==> src/rtl/eau_pkg.sv <==
`default_nettype none
// =====================================================================
// Package  : eau_pkg
// Brief    : Shared lane-geometry helpers, controller state encoding and
//            the trimux beat record.
// Revision : 1.0
// =====================================================================
package eau_pkg;

    function automatic int calc_bs(input int bsw);
        return 1 << bsw;
    endfunction

    function automatic int calc_ww(input int bsw);
        return 8 - bsw + 1;
    endfunction

    localparam int C_BSW = 5;
    localparam int C_BS  = calc_bs(C_BSW);
    localparam int C_WW  = calc_ww(C_BSW);

    localparam logic [1:0] C_ST_IDLE = 2'd0;
    localparam logic [1:0] C_ST_SCAN = 2'd1;
    localparam logic [1:0] C_ST_EMIT = 2'd2;

    typedef enum logic [1:0] {
        ST_IDLE = C_ST_IDLE,
        ST_SCAN = C_ST_SCAN,
        ST_EMIT = C_ST_EMIT
    } trimux_ctrl_state_e;

    typedef struct packed {
        logic [C_BSW:0]                 num;
        logic [C_BS-1:0][C_WW-1:0]      len;
        logic [C_BS-1:0][C_BSW-1:0]     pos;
        logic [C_BS-1:0][C_BSW-1:0]     psum;
        logic                           last;
    } trimux_beat_t;

endpackage
`default_nettype wire

==> src/rtl/trimux_ctrl_stats.sv <==
`default_nettype none
// =====================================================================
// Module   : trimux_ctrl_stats
// Brief    : Wrapping 32-bit beat and vector handshake counters.
// Revision : 1.0
// =====================================================================
module trimux_ctrl_stats (
    input  logic        clk,
    input  logic        rst_n,
    input  logic        vec_fire,
    input  logic        beat_fire,
    output logic [31:0] stat_beats,
    output logic [31:0] stat_vecs
);

    logic [31:0] r_beats;
    logic [31:0] r_vecs;

    always_ff @(posedge clk or negedge rst_n) begin
        if (!rst_n) begin
            r_beats <= '0;
            r_vecs  <= '0;
        end else begin
            if (beat_fire) r_beats <= r_beats + 32'd1;
            if (vec_fire)  r_vecs  <= r_vecs + 32'd1;
        end
    end

    assign stat_beats = r_beats;
    assign stat_vecs  = r_vecs;

endmodule
`default_nettype wire

==> src/rtl/trimux_ctrl.sv <==
`default_nettype none
// =====================================================================
// Module   : trimux_ctrl
// Brief    : Splits a descriptor vector into prefix-summed beats for trimux.
//            Counters are built only when TRIMUX_CTRL_STATS_EN is defined.
// Revision : 1.0
// =====================================================================
module trimux_ctrl
    import eau_pkg::*;
#(
    parameter  int VLEN = 256,
    parameter  int BSW  = C_BSW,
    localparam int BS   = calc_bs(BSW),
    localparam int WW   = calc_ww(BSW)
) (
    input  logic           clk,
    input  logic           rst_n,
    input  logic           in_valid,
    output logic           in_ready,
    input  logic [BSW:0]   in_num,
    input  logic [WW-1:0]  in_len [BS],
    input  logic [BSW-1:0] in_pos [BS],
    output logic           out_valid,
    input  logic           out_ready,
    output logic [BSW:0]   out_num,
    output logic [WW-1:0]  out_len [BS],
    output logic [BSW-1:0] out_pos [BS],
    output logic [BSW-1:0] out_psum [BS],
    output logic           out_last,
    output logic [31:0]    stat_beats,
    output logic [31:0]    stat_vecs
);

    // Wide enough that sum + len never wraps before the fit compare.
    localparam int                  C_SUMW    = ((BSW + 1 > WW) ? BSW + 1 : WW) + 1;
    localparam logic [C_SUMW-1:0]   C_SUM_MAX = C_SUMW'(BS - 1);
    localparam logic [BSW:0]        C_ONE     = 1;

    // The beat record is sized for the package lane geometry.
    if ((BSW != C_BSW) || ((VLEN % BS) != 0)) begin : g_cfg_chk
        $error("trimux_ctrl: unsupported lane configuration");
    end

    trimux_ctrl_state_e  r_state;
    trimux_ctrl_state_e  w_state_nxt;

    logic [BSW:0]        r_num;
    logic [WW-1:0]       r_len [BS];
    logic [BSW-1:0]      r_pos [BS];
    logic [BSW:0]        r_cnt;
    logic [BSW:0]        r_k;
    logic [C_SUMW-1:0]   r_sum;
    trimux_beat_t        r_beat;

    logic [BSW-1:0]      w_eidx;
    logic [BSW-1:0]      w_kidx;
    logic [WW-1:0]       w_elen;
    logic [C_SUMW-1:0]   w_new_sum;
    logic                w_fit;
    logic                w_final;

    assign w_eidx    = r_cnt[BSW-1:0];
    assign w_kidx    = r_k[BSW-1:0];
    assign w_elen    = r_len[w_eidx];
    assign w_new_sum = r_sum + C_SUMW'(w_elen);
    assign w_fit     = (w_new_sum <= C_SUM_MAX);
    assign w_final   = ((r_cnt + C_ONE) == r_num);

    always_ff @(posedge clk or negedge rst_n) begin
        if (!rst_n) r_state <= ST_IDLE;
        else        r_state <= w_state_nxt;
    end

    always_comb begin
        w_state_nxt = r_state;
        case (r_state)
            ST_IDLE: if (in_valid && (in_num != '0)) w_state_nxt = ST_SCAN;
            ST_SCAN: if (!w_fit || w_final)          w_state_nxt = ST_EMIT;
            ST_EMIT: if (out_ready)                  w_state_nxt = r_beat.last ? ST_IDLE : ST_SCAN;
            default:                                 w_state_nxt = ST_IDLE;
        endcase
    end

    always_comb begin
        in_ready  = 1'b0;
        out_valid = 1'b0;
        case (r_state)
            ST_IDLE: in_ready  = 1'b1;
            ST_EMIT: out_valid = 1'b1;
            default: ;
        endcase
    end

    always_ff @(posedge clk or negedge rst_n) begin
        if (!rst_n) begin
            r_num  <= '0;
            r_cnt  <= '0;
            r_k    <= '0;
            r_sum  <= '0;
            r_beat <= '0;
            for (int i = 0; i < BS; i++) begin
                r_len[i] <= '0;
                r_pos[i] <= '0;
            end
        end else begin
            case (r_state)
                ST_IDLE: begin
                    if (in_valid) begin
                        r_num <= in_num;
                        r_cnt <= '0;
                        r_k   <= '0;
                        r_sum <= '0;
                        for (int i = 0; i < BS; i++) begin
                            r_len[i] <= in_len[i];
                            r_pos[i] <= in_pos[i];
                        end
                    end
                end
                ST_SCAN: begin
                    if (w_fit) begin
                        r_beat.len[w_kidx]  <= w_elen;
                        r_beat.pos[w_kidx]  <= r_pos[w_eidx];
                        r_beat.psum[w_kidx] <= w_new_sum[BSW-1:0];
                        r_beat.num          <= r_k + C_ONE;
                        r_beat.last         <= w_final;
                        r_k                 <= r_k + C_ONE;
                        r_cnt               <= r_cnt + C_ONE;
                        r_sum               <= w_new_sum;
                    end else begin
                        // Rejected element stays at r_cnt and opens the next beat.
                        r_beat.num  <= r_k;
                        r_beat.last <= 1'b0;
                    end
                end
                ST_EMIT: begin
                    if (out_ready && !r_beat.last) begin
                        r_k   <= '0;
                        r_sum <= '0;
                    end
                end
                default: ;
            endcase
        end
    end

    assign out_num  = r_beat.num;
    assign out_last = r_beat.last;

    for (genvar i = 0; i < BS; i++) begin : g_slot
        assign out_len[i]  = r_beat.len[i];
        assign out_pos[i]  = r_beat.pos[i];
        assign out_psum[i] = r_beat.psum[i];
    end

`ifdef TRIMUX_CTRL_STATS_EN
    trimux_ctrl_stats u_stats (
        .clk        (clk),
        .rst_n      (rst_n),
        .vec_fire   (in_valid && in_ready),
        .beat_fire  (out_valid && out_ready),
        .stat_beats (stat_beats),
        .stat_vecs  (stat_vecs)
    );
`else
    assign stat_beats = '0;
    assign stat_vecs  = '0;
`endif

endmodule
`default_nettype wire
==> config.mk <==
export PLATFORM = sky130hd
export DESIGN_NAME = trimux_ctrl
export DESIGN_NICKNAME = d
export VERILOG_FILES = /design/src/rtl/eau_pkg.sv /design/src/rtl/trimux_ctrl_stats.sv /design/src/rtl/trimux_ctrl.sv
export SDC_FILE = /design/constraint.sdc
export NUM_CORES = 1
export LEC_CHECK = 0
export ABC_AREA = 1
export CORE_AREA = 8 8 311 313
export CTS_CLUSTER_SIZE = 24
export DETAILED_ROUTE_END_ITERATION = 8
export DIE_AREA = 0 0 319 321
export PLACE_DENSITY_LB_ADDON = 0.2
export SLEW_MARGIN = 20
export SYNTH_ARGS = -nofsm -noshare
export SYNTH_HDL_FRONTEND = slang
export SYNTH_SLANG_ARGS = --single-unit
export TNS_END_PERCENT = 10
==> constraint.sdc <==
create_clock -name clk -period 4.94 [get_ports clk]
set_input_delay 0.988 -clock clk [delete_from_list [all_inputs] [get_ports clk]]
set_output_delay 0.988 -clock clk [all_outputs]
set_load 0.01 [all_outputs]
* Word-level counts from Yosys, hierarchy flattened *
Cells that the tools add are included.

word-level totals
  bits in read-only memories = 0
  latch bits = 0
  bits in writable memories = 0
  output and inout port bits = 521
  register bits after elaboration = 770
  word-level logic and storage cells = 231
  input port bits = 298
  memories = 0

cells by class
  eq/ne operators = 9
  bitwise operators = 1
  reductions and logical operators = 16
  add/sub/neg operators = 3
  div/mod/pow operators = 0
  order comparisons = 4
  mux-type cells = 31
  $mul = 0
  shift operators = 0

operators by type and width
  cell                 count
  $bwmux 160           2
  $bwmux 128           1
  $bmux 5 s5           1
  $demux 5 s5          1
  $mux 6               4
  $mux 7               3
  $pmux 7 s3           1
  $bmux 4 s5           1
  $demux 4 s5          1
  $pmux 6 s3           1
  $mux 5               3
  $add 6x1->6 const B  2
  $mux 4               3
  $ne 2x2->1 const B   6
  $pmux 6 s2           1
  $reduce_and 3->1     3
  $add 7x4->7          1
  $le 7x5->1 const B   1
  $eq 6x6->1           1
  $ge 6x6->1 const B   1
  $lt 5x6->1 const B   1
  $mux 2               3
  $not 5->6            1
  $pmux 2 s3           1
  13 further kinds     20

* Depth between registers and ports, before layout *
  word-level depth = 10
  gate-level depth with buffers = 27
  mapped depth without buffers = 22

* Least setup slack after synthesis *
OpenSTA, ideal clock, no wires.

  path type = register to register
  start point = reg r_cnt[1]
  end point = reg r_beat (netlist bit out_len[16])
  arrival time = 3.378 ns
  setup time = 0.117 ns
  path slack = 1.445 ns
  buffers on the path = 5
  cell stages (with the launch flop) = 24
  period minus slack after synthesis = 3.495 ns
  path through = dfrtp_1 > buf_2 > nor2_2 > buf_2 > a21oi_1 > o211ai_1 > nand3_1 > nand2_1 > buf_2 > ha_1 > inv_1 > fa_1 > inv_1 > nand2_1 > nand3_1 > nand2_1 > inv_2 > nand2_4 > nor2_4 > buf_12 > nand2_4 > buf_6 > nand2_1 > nand2_1

between the ends
  longest elaborated chain between the ends = 7

ends and longest elaborated chain
  element                                        RTL line            source
  start: declaration                             trimux_ctrl.sv:50   logic [BSW:0] r_cnt;
  start signal: assignment                       trimux_ctrl.sv:127  r_cnt <= r_cnt + C_ONE;
  $not 5->6 (implied by the code) (*)            trimux_ctrl.sv:64   assign w_elen = r_len[w_eidx];
  $bmux 4 s5 (*)                                 trimux_ctrl.sv:64
  $mux 4 (implied by the code) (*) (2 in a row)  trimux_ctrl.sv:64
  named net w_elen[0]                            trimux_ctrl.sv:57   logic [WW-1:0] w_elen;
  $add 7x4->7                                    trimux_ctrl.sv:65   assign w_new_sum = r_sum + C_SUMW'(w_elen);
  $le 7x5->1                                     trimux_ctrl.sv:66   assign w_fit = (w_new_sum <= C_SUM_MAX);
  $reduce_and 2->1 (no line)                     -
  end: declaration                               trimux_ctrl.sv:53   trimux_beat_t r_beat;

The timed path passes the listed nets; every way through them passes the cells marked *. The select of a mux whose other input is x is not followed.
A chain may end at the register's enable or synchronous reset.

* Worst setup path after layout *
  start point = reg r_cnt[1]
  end point = reg r_beat (netlist bit out_pos[41])

between the ends
  longest elaborated chain between the ends = 7

ends and longest elaborated chain
  element                                    RTL line
  $not 5->6 (implied by the code) (*)        trimux_ctrl.sv:64, trimux_ctrl.sv:122
  $bmux 4 s5                                 trimux_ctrl.sv:64
  $mux 4 (implied by the code) (2 in a row)  trimux_ctrl.sv:64
  $add 7x4->7                                trimux_ctrl.sv:65
  $le 7x5->1                                 trimux_ctrl.sv:66
  $reduce_and 2->1 (no line)                 -

Mark *: on every way between the ends. The rest lies on a longest branch, timed or not. The select of a mux whose other input is x is not followed.

==> out/qor.yml <==
run_status:
  status: "finished clean"
synth:
  netlist_area_um2: 33700
  synth.avg_cell_area_um2: 9.15
  synth_area_leader_cell: "dfrtp_1"
  synth_common_cells: "nand2_1, dfrtp_1, mux2_2"
  synthCells: 3686
  ys.flop_type: "dfrtp_1"
  synth-async-reset-ratio_pct: 100
  synth.top_cell.area_share_pct: 57.1
  netlist-cell-type-count: 35
  synth_seq_area_share_pct: 57.1
  ys_seq_elements: 770
  synth_edf_count: 0
  ys_warn_count: 0
  yosys-top-cells-area: "dfrtp_1, nand2_1, mux2_2"
  yosysMostFrequentCell: "nand2_1"
pwr:
  cellLeakagePower_nw: 22.2
  power_density_nw_per_um2: 710
  ir_drop_v: 0.000672
setup_path:
  start_kind: "register"
  r2r_start: "r_cnt[1]$_DFFE_PN0P_"
  reg2reg_slack_ns: 0.68
  startpoint: "r_cnt[1]$_DFFE_PN0P_"
  critPathArrivalTime_ns: 4.83
  end_kind: "register"
  crit_end: "out_pos[41]$_DFFE_PN0P_"
  r2r.worst_path.cells: 18
  worstPathMaxFanout: 22
  required_ns: 5.50
  rr_endpoint: "out_pos[41]$_DFFE_PN0P_"
  worstSetupPathType: "reg2reg"
grt:
  grt_util_all_layers_pct: 24.4
  grt_max_degree: 102
  grt_overflow: 0
  grt_pass1_vias: 27700
  antenna_found_initial: 10
  grt_pass1_wl_um: 189000
floorplan:
  fp.dieW_um: 319
  coreArea_um2: 92200
  die-area_um2: 102000
  start_util_pct: 36.6
  die_height_um: 321
  ios: 819
  placementRows: 112
sta:
  rsz0062_at_grt: "false"
  min_period_ns: 4.26
  slew-limit-headroom_pct: 30.7
  final-hold-violation-count: 0
  finClkSkew_ns: 0.0532
  tightest_slew_ns: 1.04
  period_share_pct: 86.3
  setup-violations-final: 0
  finalSetupTns_ns: 0
  fmax_mhz: 235
  slew_violations: 0
routing:
  dr_total_vias: 27500
  drc: 0
  wl_um: 129000
  wl_per_cell_um: 22.8
  detail_route.iter0.violations: 2496
  via_per_inst: 4.85
  ant_nets: 0
  first_pass_iters: 5
clocking:
  cts.repair.resized: 0
  cts_sinks: 770
  cts_tree: "done"
  clock-root-buffer: "clkbuf_16"
  ctsHoldBuffers: 0
  cts_setup_buffers: 0
  clockBufferDepth: 3
  cts-htree-levels: 3
  path_clk_slew_ns: 0.06
  clock_latency_ns: 0.64
  cts_buffers: 87
place:
  postPlaceCellArea_um2: 42200
  gp_congestion: 0.862
  port_buffers: 754
  hpwl_um: 93000
cells_and_area:
  multi_input_area_um2: 12600
  layout-drive-gt1-share_pct: 12.2
  fillers: 8784
  register_area_um2: 19300
  final_cell_area_um2: 45100
  area_growth_syn_to_layout_pct: 33.7
  nets: 4718
min_path:
  hold_path_class: "in2async"
flow_run:
  cap_viol_max_count: 0
## sequential cells by signal (all words and copies together), names as in the netlist
register and cells:
out_num 6, r_len 128, out_len 128, out_last 1
r_state 2, r_pos 160, out_pos 160, r_k 6
r_num 6, out_psum 160, r_sum 7, r_cnt 6
## where the power goes
part           internal, W  switching (W)  leakage, nW
combinational      0.00540        0.00988         10.9
sequential         0.00876        0.00144         9.82
clock              0.00385        0.00271         1.43
## cells in the final DEF (no fill, tap or decap), types with 10 or more instances in the layout
| master | synthesis | routed |
|---|---|---|
| buf_12 | 3 | 13 |
| a21oi_1 | 86 | 86 |
| nor2_1 | 112 | 112 |
| nor2_2 | 11 | 11 |
| nand2_4 | 31 | 32 |
| clkdlybuf4s50_1 | 0 | 753 |
| inv_1 | 115 | 112 |
| clkbuf_8 | 0 | 29 |
| dfrtp_1 | 770 | 768 |
| conb_1 | 1 | 64 |
| clkbuf_16 | 0 | 87 |
| buf_4 | 83 | 79 |
| clkbuf_1 | 52 | 16 |
| nand3_1 | 165 | 165 |
| mux2_2 | 250 | 250 |
| nand2_2 | 1 | 10 |
| o21ai_0 | 49 | 49 |
| nand2_1 | 1755 | 1745 |
| o211ai_1 | 10 | 10 |
## logic make-up after synthesis
group                    after synthesis  share of synthesized area [%]
adder cells (fa/ha/maj)               10                          0.393
AND/OR/NAND/NOR                     2095                           24.9
flip-flops                           770                           57.1
XOR/XNOR                               7                          0.182
multiplexers                         250                           8.34
AO/OA/AOI/OAI                        159                           2.52
other                                  1                         0.0111
buffers and inverters                394                           6.52
## worst max-delay path, cell delays in order, from the launching register on
cell and delay [ns]:
dfrtp_2 0.50, nor2_2 0.51, buf_4 0.26, a21oi_1 0.08
o211ai_1 0.14, nand3_1 0.14, nand2_2 0.14, inv_1 0.07
fa_1 0.46, inv_1 0.10, nand2_1 0.07, nand3_1 0.08
nand2_1 0.06, inv_2 0.14, nand3_4 0.34, buf_4 0.33
nor2_2 0.49, nand2_1 0.16, nand2_1 0.10
## through the flow
step                power (W)  hold WS, ns  instances  setup slack [ns]  utilization (%)
global placement       0.0256        0.453       5518             0.804             45.7
detailed placement     0.0258        0.457       5518             0.714             45.8
CTS                    0.0324        0.457       5670             0.665             48.9
floorplan              0.0176        0.448       3749              1.45                -
finish                 0.0320        0.396       5674             0.676             48.9
global route           0.0339        0.436       5673             0.392             48.9
## per-layer routing
metal  up-vias  track usage, %  part of all wire [%]
li1      12900               -                     -
met2       929            41.5                    49
met3       203            6.09                   6.7
met4         8            8.35                   3.6
met5         -               0                 0.034
met1     13500            30.4                    41
## how the worst min path moves through the flow
stage / start / endpoint / cells after the start
after global routing: rst_n / r_pos[74]$_DFFE_PN0P_ / 1
final: rst_n / r_pos[74]$_DFFE_PN0P_ / 1
after CTS: rst_n / r_pos[74]$_DFFE_PN0P_ / 1
after detailed placement: out_len[94]$_DFFE_PN0P_ / out_len[94]$_DFFE_PN0P_ / 2
after global placement: out_pos[54]$_DFFE_PN0P_ / out_pos[54]$_DFFE_PN0P_ / 2
after floorplan: r_sum[0]$_DFFE_PN0P_ / r_sum[0]$_DFFE_PN0P_ / 2
## cell type report
class | count | area share (%)
Inverter | 120 | 1.00
Tap cell | 1197 | 3.32
Timing Repair Buffer | 846 | 18.6
Clock buffer | 132 | 5.84
Sequential cell | 770 | 42.7
Antenna cell | 4 | 0.0222
Clock inverter | 20 | 0.613
Multi-Input combinational cell | 2585 | 27.9
Note: power is estimated with default switching activity, not from simulation.
